File: src/rtl/button_conditioner.sv
// button_conditioner: 2-flop sync, per-channel debounce and press-edge pulse for push buttons.
// Latency: a level stable from sampling edge E is committed to held/pressed_pulse after edge E+DEBOUNCE_CYCLES+1.
// No backpressure: pressed_pulse is a one-cycle strobe. Auto-repeat is built only with BUTTON_AUTO_REPEAT_EN.
module button_conditioner #(
  parameter int                   N_BUTTONS       = 7,
  parameter int                   DEBOUNCE_CYCLES = 500000,
  parameter bit                   ACTIVE_LOW      = 1'b1,
  parameter logic [N_BUTTONS-1:0] REPEAT_MASK     = N_BUTTONS'(7'b0011110),
  parameter int                   REPEAT_DELAY    = 25000000,
  parameter int                   REPEAT_PERIOD   = 5000000
) (
  input  logic                 clk,
  input  logic                 reset,
  input  logic [N_BUTTONS-1:0] raw_buttons,
  output logic [N_BUTTONS-1:0] pressed_pulse,
  output logic [N_BUTTONS-1:0] held,
  output logic                 any_pressed
);

  // Counter needs to reach DEBOUNCE_CYCLES-1; DEBOUNCE_CYCLES >= 2 keeps this at least 1 bit.
  localparam int                CNT_W    = $clog2(DEBOUNCE_CYCLES);
  localparam logic [CNT_W-1:0]  CNT_LAST = CNT_W'(DEBOUNCE_CYCLES - 1);

  // Pin levels normalized so that 1 always means "pressed".
  logic [N_BUTTONS-1:0] norm;
  assign norm = raw_buttons ^ {N_BUTTONS{ACTIVE_LOW}};

  logic [N_BUTTONS-1:0]            sync1_q, sync2_q;
  logic [N_BUTTONS-1:0][CNT_W-1:0] cnt_q, cnt_d;
  logic [N_BUTTONS-1:0]            held_q, held_d;
  logic [N_BUTTONS-1:0]            pulse_q, pulse_d;
  logic [N_BUTTONS-1:0]            press_commit, release_commit;

  // Two-stage synchronizer; resets to "released" so nothing is seen pressed out of reset.
  always_ff @(posedge clk or negedge reset) begin
    if (!reset) begin
      sync1_q <= '0;
      sync2_q <= '0;
    end else begin
      sync1_q <= norm;
      sync2_q <= sync1_q;
    end
  end

  // Debounce: count consecutive samples that disagree with held; commit after DEBOUNCE_CYCLES of them.
  always_comb begin
    cnt_d          = cnt_q;
    held_d         = held_q;
    press_commit   = '0;
    release_commit = '0;
    for (int i = 0; i < N_BUTTONS; i++) begin
      if (sync2_q[i] == held_q[i]) begin
        cnt_d[i] = '0;
      end else if (cnt_q[i] == CNT_LAST) begin
        held_d[i]         = sync2_q[i];
        cnt_d[i]          = '0;
        press_commit[i]   = sync2_q[i];
        release_commit[i] = ~sync2_q[i];
      end else begin
        cnt_d[i] = cnt_q[i] + CNT_W'(1);
      end
    end
  end

`ifdef BUTTON_AUTO_REPEAT_EN
  // Repeat counter spans whichever of delay/period is longer.
  localparam int               RPT_MAX  = (REPEAT_DELAY > REPEAT_PERIOD) ? REPEAT_DELAY : REPEAT_PERIOD;
  localparam int               RPT_W    = (RPT_MAX < 2) ? 1 : $clog2(RPT_MAX);
  localparam logic [RPT_W-1:0] DLY_LAST = RPT_W'(REPEAT_DELAY - 1);
  localparam logic [RPT_W-1:0] PER_LAST = RPT_W'(REPEAT_PERIOD - 1);

  logic [N_BUTTONS-1:0][RPT_W-1:0] rpt_cnt_q, rpt_cnt_d;
  // rpt_phase_q: 0 = waiting out the initial delay, 1 = emitting at the period rate.
  logic [N_BUTTONS-1:0]            rpt_phase_q, rpt_phase_d;
  logic [N_BUTTONS-1:0]            rpt_fire;

  // Repeat timing: restart on any commit or while released; the release commit edge never fires.
  always_comb begin
    rpt_cnt_d   = rpt_cnt_q;
    rpt_phase_d = rpt_phase_q;
    rpt_fire    = '0;
    for (int i = 0; i < N_BUTTONS; i++) begin
      if (!REPEAT_MASK[i] || !held_q[i] || press_commit[i] || release_commit[i]) begin
        rpt_cnt_d[i]   = '0;
        rpt_phase_d[i] = 1'b0;
      end else if (rpt_cnt_q[i] == (rpt_phase_q[i] ? PER_LAST : DLY_LAST)) begin
        rpt_fire[i]    = 1'b1;
        rpt_cnt_d[i]   = '0;
        rpt_phase_d[i] = 1'b1;
      end else begin
        rpt_cnt_d[i] = rpt_cnt_q[i] + RPT_W'(1);
      end
    end
  end

  // Repeat counter state register.
  always_ff @(posedge clk or negedge reset) begin
    if (!reset) begin
      rpt_cnt_q   <= '0;
      rpt_phase_q <= '0;
    end else begin
      rpt_cnt_q   <= rpt_cnt_d;
      rpt_phase_q <= rpt_phase_d;
    end
  end

  // Press pulses and repeat pulses share the output strobe.
  always_comb begin
    pulse_d = press_commit | (rpt_fire & REPEAT_MASK);
  end
`else
  // Keeps the repeat parameters referenced in builds without auto-repeat.
  logic cfg_unused;
  assign cfg_unused = (|REPEAT_MASK) ^ (REPEAT_DELAY > 0) ^ (REPEAT_PERIOD > 0);

  // One strobe per accepted press only.
  always_comb begin
    pulse_d = press_commit;
  end
`endif

  // Debounce counters, committed level and registered pulse.
  always_ff @(posedge clk or negedge reset) begin
    if (!reset) begin
      cnt_q   <= '0;
      held_q  <= '0;
      pulse_q <= '0;
    end else begin
      cnt_q   <= cnt_d;
      held_q  <= held_d;
      pulse_q <= pulse_d;
    end
  end

  assign pressed_pulse = pulse_q;
  assign held          = held_q;
  assign any_pressed   = |held_q;

endmodule

File: config.mk
export PLATFORM = sky130hd
export DESIGN_NAME = button_conditioner
export DESIGN_NICKNAME = d
export VERILOG_FILES = /design/src/rtl/button_conditioner.sv
export SDC_FILE = /design/constraint.sdc
export NUM_CORES = 1
export LEC_CHECK = 0
export BUFFER_PORTS_ARGS = -buffer_cell sky130_fd_sc_hd__buf_4
export CAP_MARGIN = 10
export CORE_UTILIZATION = 65
export CTS_CLUSTER_SIZE = 25
export DETAILED_ROUTE_END_ITERATION = 6
export GPL_ROUTABILITY_DRIVEN = 0
export GPL_TIMING_DRIVEN = 0
export HOLD_SLACK_MARGIN = 0.15
export PLACE_DENSITY = 0.83
export REMOVE_ABC_BUFFERS = 1
export SLEW_MARGIN = 10
export SYNTH_ARGS = -nofsm -noshare
export SYNTH_HDL_FRONTEND = slang
export SYNTH_SLANG_ARGS = --single-unit
export TNS_END_PERCENT = 1
File: constraint.sdc
create_clock -name clk -period 3.7 [get_ports clk]
set_input_delay 0.555 -clock clk [delete_from_list [all_inputs] [get_ports clk]]
set_output_delay 0.555 -clock clk [all_outputs]
set_load 0.05 [all_outputs]
==> results.yml <==
run_status:
  status: "completed"
sta:
  fin_skew_ns: 0.007448
  tightest_slew_ns: 1.239
  final_hold_viol_count: 0
  setup_viol: 0
  finalSetupTns_ns: 0
  fin_ws_ns: 1.287
  maxSlewViolCount: 0
  max_freq_mhz: 414.5
  rsz0062_at_grt: "false"
  timing.final.crit_period_ns: 2.413
  min_period_over_period_pct: 65.20
  slew_headroom_pct: 16.83
floorplanning:
  start_util_pct: 66.63
  core_area_sq_um: 11370
  design.die.area_sq_um: 12090
  die_h_um: 110.0
  num_rows: 39
  die_w_um: 110.0
  ios: 24
setup_path:
  crit_type: "flop to flop"
  worst_path_max_delay_cell: "o21ai_1"
  worstSetupStartpointType: "flop"
  critPathLaunch: "cnt_q[38]$_DFF_PN0_"
  cp.required_ns: 3.94
  worstPathArrival_ns: 2.66
  critical_path.top_delay_family: "compound AO/OA/AOI/OAI gates"
  rr_endpoint: "cnt_q[43]$_DFF_PN0_"
  path_cells: "ha_1 > nand4_1 > o21ai_1 > nor2_1"
  critPathMaxStageDelay_ns: 1.09
  r2r_start: "cnt_q[38]$_DFF_PN0_"
  cp_max_fo: 17
  end_kind: "flop"
  timing.reg2reg.setup_slack_ns: 1.29
  critPathBufInv: 0
  r2r_cells: 4
cts:
  clkSlewWorstSetupHoldPaths_ns: 0.06
  clock_path_buffers: 2
  root_buffer: "clkbuf_16"
  numCtsBuffers: 17
  clk_latency_ns: 0.42
  cts_resized: 0
  tritoncts: "yes"
  cts_num_sinks: 161
  htreeDepth: 4
  cts_setup_buffers: 0
  holdBufCountCts: 1
logic_synthesis:
  avgSynthCellArea_sq_um: 10.18
  ys_types: 44
  ys.warnings.count: 0
  synth_top_cell_by_area: "dfrtp_1"
  synth-edff-count: 0
  ys_async_sr_fraction_pct: 100.0
  synthTopCellsByArea: "dfrtp_1 (53%), xnor2_1 (5.8%), nor2_1 (5.4%)"
  synth-xor-area-share_pct: 11.10
  synth-adder-area-share_pct: 1.156
  ys_seq_elements: 161
  syn-cell-area_sq_um: 7576
  synthCells: 744
  synth_top_family_by_area: "simple AND/OR/NAND/NOR gates"
  yosys.area_share.simple_pct: 26.24
  synth_top_area_share_pct: 53.18
  synth_seq_area_share_pct: 53.18
  yosys_most_used_dff: "dfrtp_1"
  synth_compound_area_share_pct: 5.037
  synth_mux_area_share_pct: 1.040
layout:
  drive_above_1_share_pct: 9.821
  mostFrequentLayoutCell: "dfrtp_1"
  layout_common_cells: "dfrtp_1 (161), nor2_1 (109), xnor2_1 (50)"
  nets: 788
  fill_cells: 792
  fin_util_pct: 74.55
  diodes: 0
  area_delta_synth_final_pct: 11.87
routing:
  drcViolationCount: 0
  vias_per_cell: 6.159
  routedWlPerCell_um: 16.11
  ant_nets: 0
  first_pass_iters: 6
  vias: 5709
  drt_wl_total_um: 14940
  first_iter_violations: 575
global_route:
  gr-total-overflow: 0
  grt_max_degree: 84
  grt_pass1_vias: 5483
  antenna_found_initial: 0
  grt_pass1_wl_um: 25190
  track_usage_pct: 27.32
power_and_ir_drop:
  leakagePower_nw: 3.515
  p_per_area_nw_per_um2: 425.8
  ir_drop_mv: 0.4245
  finalPower_mw: 3.609
min_path:
  hold_depth: 2
  min_from: "raw_buttons[6]"
  worstHoldPathType: "input pin to flop"
  hold_end: "sync1_q[6]$_DFF_PN0_"
placed_design:
  dp_hpwl_um: 9833
  preCtsSetupSlack_ns: 1.234
  port_buffers: 23
job:
  max_cap_viol_count: 0
## state kept, by name (all words and copies together), names as in the netlist
signal and cells:
held 7, cnt_q 133, sync2_q 7, pressed_pulse 7, sync1_q 7
## worst max-delay path by stage
stage | endpoint | slack [ns] | cells past startpoint
finish | cnt_q[43]$_DFF_PN0_ | 1.29 | 4
global route | cnt_q[43]$_DFF_PN0_ | 1.09 | 4
CTS | cnt_q[31]$_DFF_PN0_ | 1.22 | 5
detailed placement | cnt_q[21]$_DFF_PN0_ | 1.23 | 5
global placement | cnt_q[22]$_DFF_PN0_ | 1.29 | 5
floorplan | held[5]$_DFFE_PN0P_ | 1.70 | 4
## report_power, final
group | switching [mW] | total [mW] | internal (mW)
clock network | 0.665 | 1.68 | 1.02
logic | 0.0772 | 0.111 | 0.0336
registers | 0.0261 | 1.81 | 1.79
## metrics by stage
stage          hold WS [ns]  cells  area, sq um
2_1_floorplan        0.2594    727         7496
3_3_place_gp         0.3346    893         7848
3_5_place_dp         0.3365    894         7883
4_1_cts              0.2522    926         8464
5_1_grt              0.2447    927         8476
6_report             0.2683    927         8476
## synth_stat cells (all sizes together) (4+ instances only)
library cell	instances
dfrtp	161
nor2	109
xnor2	50
nand4	49
xor2	46
nand2	39
nand3	36
a21oi	30
o21ai	26
inv	24
or3	23
nor4	20
clkbuf	14
and3	13
and4	13
nor3	13
or4	12
and2	9
ha	7
mux2	7
nor3b	7
o31ai	7
nor4b	5
or4b	4
## metal layers
metal / up-vias / track usage (%) / share of wire (%)
met3: 27 / 7.410 / 4.2
met4: 0 / 9.810 / 1.5
li1: 2696 / - / -
met1: 2846 / 34.26 / 43
met2: 140 / 45.45 / 51
met5: - / 0 / 0
## cell families after synthesis
group / after synthesis
buffers and inverters: 41
multiplexers: 7
adder cells (fa/ha/maj): 7
XOR/XNOR: 96
AND/OR/NAND/NOR: 366
AO/OA/AOI/OAI: 66
flip-flops: 161
## area by class of cell
cell class / count / area (sq um) / area share [%]
repair buffers: 26 / 225.2 / 2.657
clock buffers: 21 / 460.4 / 5.433
flip-flops and latches: 161 / 4029 / 47.53
well taps: 143 / 178.9 / 2.111
clock inverters: 10 / 111.4 / 1.314
multi-input cells: 542 / 3381 / 39.89
inverters: 24 / 90.09 / 1.063
Note: power is estimated with default switching activity, not from simulation.
